File: config.mk
export PLATFORM = sky130hd
export DESIGN_NAME = ad7794_spi_master_flat
export DESIGN_NICKNAME = d
export VERILOG_FILES = /design/src/rtl/ad7794_spi_master_if.sv /design/src/rtl/ad7794_spi_master.sv /design/src/flat_wrapper.sv
export SDC_FILE = /design/constraint.sdc
export NUM_CORES = 1
export LEC_CHECK = 0
export CAP_MARGIN = 10
export CORE_UTILIZATION = 55
export DETAILED_ROUTE_END_ITERATION = 7
export PLACE_DENSITY_LB_ADDON = 0.12
export SLEW_MARGIN = 10
export SYNTH_ARGS = -nofsm -noshare
export SYNTH_HDL_FRONTEND = slang
export SYNTH_SLANG_ARGS = --single-unit
File: constraint.sdc
create_clock -name clk -period 5.4 [get_ports clk]
set_input_delay 1.08 -clock clk [delete_from_list [all_inputs] [get_ports clk]]
set_output_delay 1.08 -clock clk [all_outputs]
set_load 0.02 [all_outputs]
File: src/rtl/ad7794_spi_master_if.sv
// Host-side request/response bundle for the AD7794 SPI master.
// The master modport is the requesting host; the slave modport is the SPI engine.
interface ad7794_spi_master_if;
  logic        start;
  logic [31:0] tx_data;
  logic [4:0]  nbits;
  logic        wait_rdy;
  logic        busy;
  logic        done;
  logic        timeout;
  logic [31:0] rx_data;

  modport master (
    output start, tx_data, nbits, wait_rdy,
    input  busy, done, timeout, rx_data
  );

  modport slave (
    input  start, tx_data, nbits, wait_rdy,
    output busy, done, timeout, rx_data
  );
endinterface

File: src/rtl/ad7794_spi_master.sv
// SPI mode-3 master for the AD7794 ADC: optional RDY wait, 1..32-bit full-duplex
// transfer, MSB first, fixed SCLK half-period of DIV clk cycles.
module ad7794_spi_master #(
  parameter int unsigned DIV   = 4,
  parameter int unsigned TMO_W = 20
) (
  input  logic                       clk,
  input  logic                       rst,
  ad7794_spi_master_if.slave         bus,
  output logic                       cs,
  output logic                       sclk,
  output logic                       dout,
  input  logic                       din
);

  localparam logic [2:0] S_IDLE    = 3'd0;
  localparam logic [2:0] S_SETUP   = 3'd1;
  localparam logic [2:0] S_WAITRDY = 3'd2;
  localparam logic [2:0] S_SHIFT   = 3'd3;
  localparam logic [2:0] S_HOLD    = 3'd4;

  localparam logic [8:0] HALF = 9'(DIV - 1);
  localparam logic [8:0] FULL = 9'(2 * DIV - 1);

  logic [2:0]       state_q, state_d;
  logic [8:0]       cnt_q, cnt_d;
  logic [TMO_W-1:0] tmo_q, tmo_d;
  logic [5:0]       bits_q, bits_d;
  logic [5:0]       nbits_q, nbits_d;
  logic             wait_q, wait_d;
  logic [31:0]      tx_q, tx_d;
  logic [31:0]      rx_sh_q, rx_sh_d;
  logic [31:0]      rx_data_q, rx_data_d;
  logic             cs_q, cs_d;
  logic             sclk_q, sclk_d;
  logic             dout_q, dout_d;
  logic             busy_q, busy_d;
  logic             done_q, done_d;
  logic             timeout_q, timeout_d;
  logic             din_s1_q, din_s2_q;

  // Left-justify the outgoing word so the first bit is always tx[31]; 0-nbits wraps to 32-N.
  logic [4:0]  shamt;
  logic [31:0] tx_load;
  assign shamt   = 5'd0 - bus.nbits;
  assign tx_load = bus.tx_data << shamt;

  always_comb begin
    state_d   = state_q;
    cnt_d     = cnt_q;
    tmo_d     = tmo_q;
    bits_d    = bits_q;
    nbits_d   = nbits_q;
    wait_d    = wait_q;
    tx_d      = tx_q;
    rx_sh_d   = rx_sh_q;
    rx_data_d = rx_data_q;
    cs_d      = cs_q;
    sclk_d    = sclk_q;
    dout_d    = dout_q;
    busy_d    = busy_q;
    done_d    = 1'b0;
    timeout_d = timeout_q;
    case (state_q)
      S_IDLE: begin
        // A start coinciding with the done pulse is dropped; the host re-issues it next cycle.
        if (bus.start && !done_q) begin
          nbits_d   = {~|bus.nbits, bus.nbits};
          tx_d      = tx_load;
          wait_d    = bus.wait_rdy;
          rx_sh_d   = '0;
          cnt_d     = '0;
          tmo_d     = '0;
          bits_d    = '0;
          cs_d      = 1'b0;
          busy_d    = 1'b1;
          timeout_d = 1'b0;
          dout_d    = tx_load[31];
          state_d   = S_SETUP;
        end
      end
      S_SETUP: begin
        if (cnt_q == HALF) begin
          cnt_d = '0;
          if (wait_q) begin
            state_d = S_WAITRDY;
          end else begin
            state_d = S_SHIFT;
            sclk_d  = 1'b0;
          end
        end else begin
          cnt_d = cnt_q + 9'd1;
        end
      end
      S_WAITRDY: begin
        if (!din_s2_q) begin
          state_d = S_SHIFT;
          sclk_d  = 1'b0;
          cnt_d   = '0;
        end else if (&tmo_q) begin
          state_d   = S_IDLE;
          cs_d      = 1'b1;
          busy_d    = 1'b0;
          done_d    = 1'b1;
          timeout_d = 1'b1;
          rx_data_d = '0;
          dout_d    = 1'b0;
        end else begin
          tmo_d = tmo_q + TMO_W'(1);
        end
      end
      S_SHIFT: begin
        cnt_d = cnt_q + 9'd1;
        if (cnt_q == HALF) begin
          sclk_d  = 1'b1;
          rx_sh_d = {rx_sh_q[30:0], din_s1_q};
        end else if (cnt_q == FULL) begin
          cnt_d = '0;
          if (bits_q == nbits_q - 6'd1) begin
            state_d = S_HOLD;
          end else begin
            sclk_d = 1'b0;
            bits_d = bits_q + 6'd1;
            tx_d   = {tx_q[30:0], 1'b0};
            dout_d = tx_q[30];
          end
        end
      end
      S_HOLD: begin
        if (cnt_q == HALF) begin
          state_d   = S_IDLE;
          cs_d      = 1'b1;
          busy_d    = 1'b0;
          done_d    = 1'b1;
          rx_data_d = rx_sh_q;
          dout_d    = 1'b0;
        end else begin
          cnt_d = cnt_q + 9'd1;
        end
      end
      default: state_d = S_IDLE;
    endcase
  end

  always_ff @(posedge clk or posedge rst) begin
    if (rst) begin
      state_q   <= S_IDLE;
      cnt_q     <= '0;
      tmo_q     <= '0;
      bits_q    <= '0;
      nbits_q   <= '0;
      wait_q    <= 1'b0;
      tx_q      <= '0;
      rx_sh_q   <= '0;
      rx_data_q <= '0;
      cs_q      <= 1'b1;
      sclk_q    <= 1'b1;
      dout_q    <= 1'b0;
      busy_q    <= 1'b0;
      done_q    <= 1'b0;
      timeout_q <= 1'b0;
      din_s1_q  <= 1'b1;
      din_s2_q  <= 1'b1;
    end else begin
      state_q   <= state_d;
      cnt_q     <= cnt_d;
      tmo_q     <= tmo_d;
      bits_q    <= bits_d;
      nbits_q   <= nbits_d;
      wait_q    <= wait_d;
      tx_q      <= tx_d;
      rx_sh_q   <= rx_sh_d;
      rx_data_q <= rx_data_d;
      cs_q      <= cs_d;
      sclk_q    <= sclk_d;
      dout_q    <= dout_d;
      busy_q    <= busy_d;
      done_q    <= done_d;
      timeout_q <= timeout_d;
      din_s1_q  <= din;
      din_s2_q  <= din_s1_q;
    end
  end

  assign cs          = cs_q;
  assign sclk        = sclk_q;
  assign dout        = dout_q;
  assign bus.busy    = busy_q;
  assign bus.done    = done_q;
  assign bus.timeout = timeout_q;
  assign bus.rx_data = rx_data_q;

endmodule

File: src/flat_wrapper.sv
// flat-port wrapper written by rule: the top's interface ports become plain ports
module ad7794_spi_master_flat 
#(
  parameter int unsigned DIV   = 4,
  parameter int unsigned TMO_W = 20
)
  (clk, rst, cs, sclk, dout, din, bus_start, bus_tx_data, bus_nbits, bus_wait_rdy, bus_busy, bus_done, bus_timeout, bus_rx_data);
  ad7794_spi_master_if bus_i ();
  input  logic clk;
  input  logic rst;
  output logic cs;
  output logic sclk;
  output logic dout;
  input  logic din;
  input wire logic [$bits(bus_i.start)-1:0] bus_start;
  input wire logic [$bits(bus_i.tx_data)-1:0] bus_tx_data;
  input wire logic [$bits(bus_i.nbits)-1:0] bus_nbits;
  input wire logic [$bits(bus_i.wait_rdy)-1:0] bus_wait_rdy;
  output wire logic [$bits(bus_i.busy)-1:0] bus_busy;
  output wire logic [$bits(bus_i.done)-1:0] bus_done;
  output wire logic [$bits(bus_i.timeout)-1:0] bus_timeout;
  output wire logic [$bits(bus_i.rx_data)-1:0] bus_rx_data;
  assign bus_i.start = bus_start;
  assign bus_i.tx_data = bus_tx_data;
  assign bus_i.nbits = bus_nbits;
  assign bus_i.wait_rdy = bus_wait_rdy;
  assign bus_busy = bus_i.busy;
  assign bus_done = bus_i.done;
  assign bus_timeout = bus_i.timeout;
  assign bus_rx_data = bus_i.rx_data;
  ad7794_spi_master #(.DIV(DIV), .TMO_W(TMO_W)) u_core (.clk(clk), .rst(rst), .bus(bus_i), .cs(cs), .sclk(sclk), .dout(dout), .din(din));
endmodule
==> impl_metrics.yaml, run 1 <==
drt:
  wl_mm: 21.2
  vias: 7276
  drc: 0
  wl_per_cell_um: 17.5
  dr.pass1.iters: 5
  dr.first_iter.drc_count: 653
  ant_nets: 0
  avgViaCountPerCell: 6.01
yosys:
  synth_seq_cells: 148
  ys_top_cells_by_area: "dfrtp_1, o21ai_0, nand2_1, mux2_2, mux4_2"
  ys_warn_count: 0
  synth_commonest_cells: "dfrtp_1, nand2_1, o21ai_0"
  synth_flop_cell: "dfrtp_1"
  synth_area_mm2: 0.00871
  synth_cell_type_count: 70
  yosysTopAreaCell: "dfrtp_1"
  avgSynthCellArea_um2: 9.27
  async_flop_share_pct: 100
  postSynthCellCount: 940
  synth_fp_nets: 988
  yosysMostFrequentCell: "dfrtp_1"
  synth-edff-count: 0
  yosysTopAreaCellShare_pct: 41.4
  yosysSeqAreaShare_pct: 42.6
die:
  die_w_um: 128
  ios: 80
  core_area_mm2: 0.0153
  die_h_um: 128
  dieArea_mm2: 0.0163
  initial_core_util_pct: 56.9
  rows: 45
run:
  max-cap-violations: 0
pwr:
  leakage_nw: 4.28
  vdd_ir_drop_max_mv: 0.258
  fin_total_pwr_mw: 4.00
  power.density_mw_per_mm2: 390
timing:
  rsz0062_at_grt: "false"
  fmax_mhz: 247
  fin_crit_ps: 4040
  hold_viol_final: 0
  setup_viol: 0
  setup_slack_ps: 1360
  max_slew_margin_pct: 27.1
  slew_violations: 0
  tightestPinTransition_ps: 1090
  fin_crit_sh_pct: 74.8
  fin_hold_ws_ps: 374
  skew_ps: 9.68
  fin_setup_tns_ps: 0
cells_and_area:
  finish.instance_area_mm2: 0.0103
  fin_util_pct: 67.1
  nNetsFinal: 1035
  n_fill_cell: 1305
  area.growth.synth_to_final_pct: 18.0
  instances_no_fill: 1211
  drive_gt1_share_pct: 13.3
  antenna_cells: 0
setup_path:
  worstSetupStartpointType: "primary input"
  end_kind: "flop"
  reg2reg_from: "u_core.nbits_q[0]"
  r2r_cells: 8
  cp.required_ps: 5710
  worstSetupPathType: "in -> reg"
  crit_top_cell: "mux2_2"
  critPathSlowestCell: "ha_1"
  r2r-end: "u_core.tx_q[4]"
  cpPeakStageDelay_ps: 730
  cp_max_fo: 16
  rrSetupSlack_ps: 2220
  worstPathArrival_ps: 4350
  path_cells: "clkdlybuf4s50_1 > inv_1 > ha_1 > buf_4 > mux2_2 > mux4_2 > a31o_2 > a21oi_1 > o21ai_1 > mux2_2"
placement:
  dp_slack_ps: 960
  numPortBuffers: 79
  dpl-instance-area_mm2: 0.00962
  place_inst: 1179
  dpl.hpwl_mm: 14.3
  gp_congestion: 0.899
clocking:
  clock_latency_ps: 430
  cts.sinks: 148
  numCtsBuffers: 17
  hold_buffers: 0
  clock_path_buffers: 2
  tritoncts: "yes"
  h-tree-depth: 4
  clk_pin_slew_ps: 60
  post_cts_buffers: 0
  ctsResizeCount: 0
  root_buffer: "clkbuf_16"
grt:
  grt_pass1_vias: 6851
  grt.overflow.total: 0
  grt_pass1_wl_mm: 35.4
  antenna_found_initial: 0
  grt_max_degree: 100
  grt_usage_pct: 27.3
worst_hold_path:
  min_path_type: "reg -> reg"
  hold_path.startpoint: "u_core.din_s1_q"
  holdPathEnd: "u_core.din_s2_q"
  min_path_cells: 0
outcome:
  status: "finished clean"
report_power, final:
group          total (mW)  internal (mW)  switching (mW)  leakage [nW]
combinational        1.12          0.493           0.626          2.00
clock                1.31          0.824           0.488         0.310
sequential           1.57           1.36           0.213          1.96
worst max path at each step:
| stage | from | endpoint | slack, ps |
|---|---|---|---|
| floorplan | rst | u_core.bits_q[0] | 350 |
| global placement | bus_nbits[1] | u_core.tx_q[30] | 1030 |
| detailed placement | bus_nbits[1] | u_core.tx_q[30] | 960 |
| CTS | bus_nbits[1] | u_core.tx_q[30] | 1410 |
| global route | bus_nbits[1] | u_core.tx_q[19] | 1220 |
| finish | bus_nbits[1] | u_core.tx_q[30] | 1360 |
placed cells by master (no fill, tap or decap), types with 5 or more instances in the layout:
cell type,n
a211oi_1,8
a21oi_1,12
a221oi_1,5
a22o_1,5
a22oi_1,8
a31oi_1,7
a32oi_1,7
and2_1,10
and3_1,9
and4_1,5
buf_4,17
bufinv_16,5
clkbuf_16,17
clkdlybuf4s50_1,79
dfrtp_1,144
ha_1,6
inv_1,45
mux2_2,39
mux2i_1,21
mux4_2,19
nand2_1,123
nand2b_1,5
nand3_1,73
nand4_1,7
nor2_1,60
nor3_1,13
o2111ai_1,6
o211ai_1,11
o21a_1,5
o21ai_0,113
or4_1,5
xnor2_1,8
xor2_1,25
cells by family (layout without fill, tap and decap cells):
family	count (synthesis)	in the layout	synth area share, %
AOI/OAI and AO/OA	223	223	16.4
xor gates and xnor gates	34	34	3.42
adders and majority gates	6	6	0.862
buffers and inverters	116	176	5.70
DFF	148	148	42.6
muxes	84	84	13.4
and+or+nand+nor	329	329	17.6
state kept, by name (all words and copies together), names as in the netlist, 3 cells and up:
signal / flops
u_core.state_q: 3
u_core.nbits_q: 6
u_core.bus.rx_data: 32
u_core.rx_sh_q: 32
u_core.tx_q: 31
u_core.tmo_q: 20
u_core.bits_q: 6
u_core.cnt_q: 9
layout make-up:
| class | count | area [µm²] | area share [%] |
|---|---|---|---|
| Clock buffer | 17 | 425 | 4.14 |
| Inverter | 48 | 185 | 1.80 |
| Timing Repair Buffer | 96 | 918 | 8.94 |
| Multi-Input combinational cell | 676 | 4550 | 44.2 |
| Sequential cell | 148 | 3710 | 36.1 |
| Tap cell | 211 | 264 | 2.57 |
| Clock inverter | 15 | 226 | 2.20 |
critical path: cells and delay by family:
family	cells	cell delay (ps)
compound gates	3	470
fa+ha+maj	1	730
buf+inv	3	900
mux	3	1150
metal layers:
layer	wire [µm]	global-route usage (%)	up-vias	share of wire (%)
met4	518	11.0	0	2.4
met2	10100	42.9	245	47
met5	0	0	-	0
met3	1190	4.88	43	5.6
li1	-	-	3464	-
met1	9450	37.7	3524	45
Note: power is estimated with default switching activity, not from simulation.
==> run 2, diff against run 1 <==
--- a/config.mk
+++ b/config.mk
@@ -6,7 +6,7 @@
 export NUM_CORES = 1
 export LEC_CHECK = 0
 export CAP_MARGIN = 10
-export CORE_UTILIZATION = 55
+export CORE_UTILIZATION = 53
 export DETAILED_ROUTE_END_ITERATION = 7
 export PLACE_DENSITY_LB_ADDON = 0.12
 export SLEW_MARGIN = 10
==> constraint.sdc (replaced) <==
create_clock -name clk -period 3.45 [get_ports clk]
set_input_delay 0.69 -clock clk [delete_from_list [all_inputs] [get_ports clk]]
set_output_delay 0.69 -clock clk [all_outputs]
set_load 0.02 [all_outputs]
==> impl_metrics.yaml, run 2 (synthesis gave the netlist of run 1 again) <==
clocking:
  clk_pin_slew_ps: 60
  tritoncts: "yes"
  numCtsBuffers: 17
  post_cts_buffers: 0
  h-tree-depth: 4
  ctsResizeCount: 0
  clock_path_buffers: 2
  hold_buffers: 0
  cts.sinks: 148
  clock_latency_ps: 430
  root_buffer: "clkbuf_16"
drt:
  ant_nets: 0
  dr_wl_met3_um: 894
  vias: 7334
  drc: 0
  met2WireLength_mm: 10.3
  dr.first_iter.drc_count: 655
  dr.pass1.iters: 6
  wl_per_cell_um: 16.8
  avgViaCountPerCell: 5.83
  wl_met1_mm: 9.58
  topRoutingLayerUsed: "met4"
  wl_mm: 21.2
die:
  rows: 46
  die_w_um: 130
  dieArea_mm2: 0.0169
  core_area_mm2: 0.0159
  die_h_um: 130
  initial_core_util_pct: 54.6
  ios: 80
pwr:
  leakage_nw: 4.47
  power.density_mw_per_mm2: 578
  vdd_ir_drop_max_mv: 0.413
setup_path:
  end_kind: "flop"
  cp.required_ps: 3760
  worstSetupStartpointType: "primary input"
  cp_max_fo: 20
  worstPathArrival_ps: 3530
  worstSetupPathType: "in -> reg"
grt:
  grt_pass1_vias: 7093
  grt_usage_pct: 26.8
  grt_max_degree: 102
  grt_pass1_wl_mm: 35.6
  grt.overflow.total: 0
  antenna_found_initial: 0
timing:
  setup_viol: 0
  fin_crit_sh_pct: 93.5
  fmax_mhz: 310
  slew_violations: 0
  fin_setup_tns_ps: 0
  tightestPinTransition_ps: 700
  max_slew_margin_pct: 53.0
  hold_viol_final: 0
  fin_crit_ps: 3230
  skew_ps: 10.2
  setup_slack_ps: 223
  rsz0062_at_grt: "false"
cells_and_area:
  area.growth.synth_to_final_pct: 21.4
  n_fill_cell: 1325
  antenna_cells: 0
  finish.instance_area_mm2: 0.0106
  final_common_cell: "dfrtp_1"
  instances_no_fill: 1259
  nNetsFinal: 1078
  layout_common_cells: "dfrtp_1, nand2_1, o21ai_0, clkdlybuf4s50_1, nand3_1"
  seq_area_mm2: 0.00371
  multi_input_area_mm2: 0.00456
  drive_gt1_share_pct: 17.1
placement:
  numPortBuffers: 79
  dpl-instance-area_mm2: 0.00999
  gp_congestion: 0.983
  place_inst: 1227
  dpl.hpwl_mm: 14.7
  dp_slack_ps: -216
outcome:
  status: "finished clean"
worst_hold_path:
  min_path_type: "reg -> reg"
run:
  max-cap-violations: 0
==> run 2: cell types whose count changed in the layout (fill, tap and decap cells not counted) <==
cell       previous run  this run
buf_4                17        59
bufinv_16             5         1
clkbuf_8              0         3
clkinv_4              2         4
buf_12                0         1
clkinv_1              2         1
clkinv_2              2         1
clkinv_8              0         1
ha_1                  6         5
ha_4                  0         1
==> run 2: layout make-up <==
type,count,share of cell area [%]
Multi-Input combinational cell,676,43.1
Inverter,48,1.86
Tap cell,216,2.56
Sequential cell,148,35.1
Timing Repair Buffer,139,11.9
Clock buffer,20,4.41
Clock inverter,12,1.14
==> run 2: power by group <==
group | leakage, nW | internal (mW) | switching, mW
sequential | 1.96 | 2.13 | 0.328
combinational | 2.22 | 0.831 | 0.991
clock | 0.284 | 1.06 | 0.768
total | 4.47 | 4.02 | 2.09
==> run 2: worst paths after layout <==
kind,slack [ps],start,end,cells after the start
max,220,bus_nbits[0],u_core.tx_q[30],10
min,370,u_core.din_s1_q,u_core.din_s2_q,0
max reg2reg,560,u_core.cnt_q[1],u_core.tx_q[20],7
min reg2reg,370,u_core.din_s1_q,u_core.din_s2_q,0
max in group asynchronous,2210,rst,u_core.cs,3
min in group asynchronous,480,rst,u_core.bus.rx_data[20],2
==> run 2: through the flow <==
stage          power (mW)  hold slack, ps  util, %
3_3_place_gp         4.23             356     62.6
3_5_place_dp         4.28             364     62.6
4_1_cts              6.13             372     66.3
2_1_floorplan        3.72             354        -
5_1_grt              6.48             373     66.3
6_report             6.11             374     66.3
==> run 2: worst max-delay path, stage by stage <==
cell and delay (ps):
clkdlybuf4s50_1 610, clkinv_8 70, ha_4 430, buf_4 170
mux2_2 370, mux4_2 490, a31o_2 250, a21oi_1 120
o21ai_1 80, mux2_2 250
==> run 2: metal layers <==
metal	GRT usage [%]	vias to the layer above
met5	0	-
met4	8.62	0
met3	5.54	29
met2	43.5	177
met1	36.1	3579
li1	-	3549
==> run 3, diff against run 2 <==
--- a/config.mk
+++ b/config.mk
@@ -5,7 +5,8 @@
 export SDC_FILE = /design/constraint.sdc
 export NUM_CORES = 1
 export LEC_CHECK = 0
-export CAP_MARGIN = 10
+export ABC_CLOCK_PERIOD_IN_PS = 3450
+export CAP_MARGIN = 20
 export CORE_UTILIZATION = 53
 export DETAILED_ROUTE_END_ITERATION = 7
 export PLACE_DENSITY_LB_ADDON = 0.12
==> results of run 3 <==
Same layout as run 2: the final DEF is identical, and so are final timing and power.
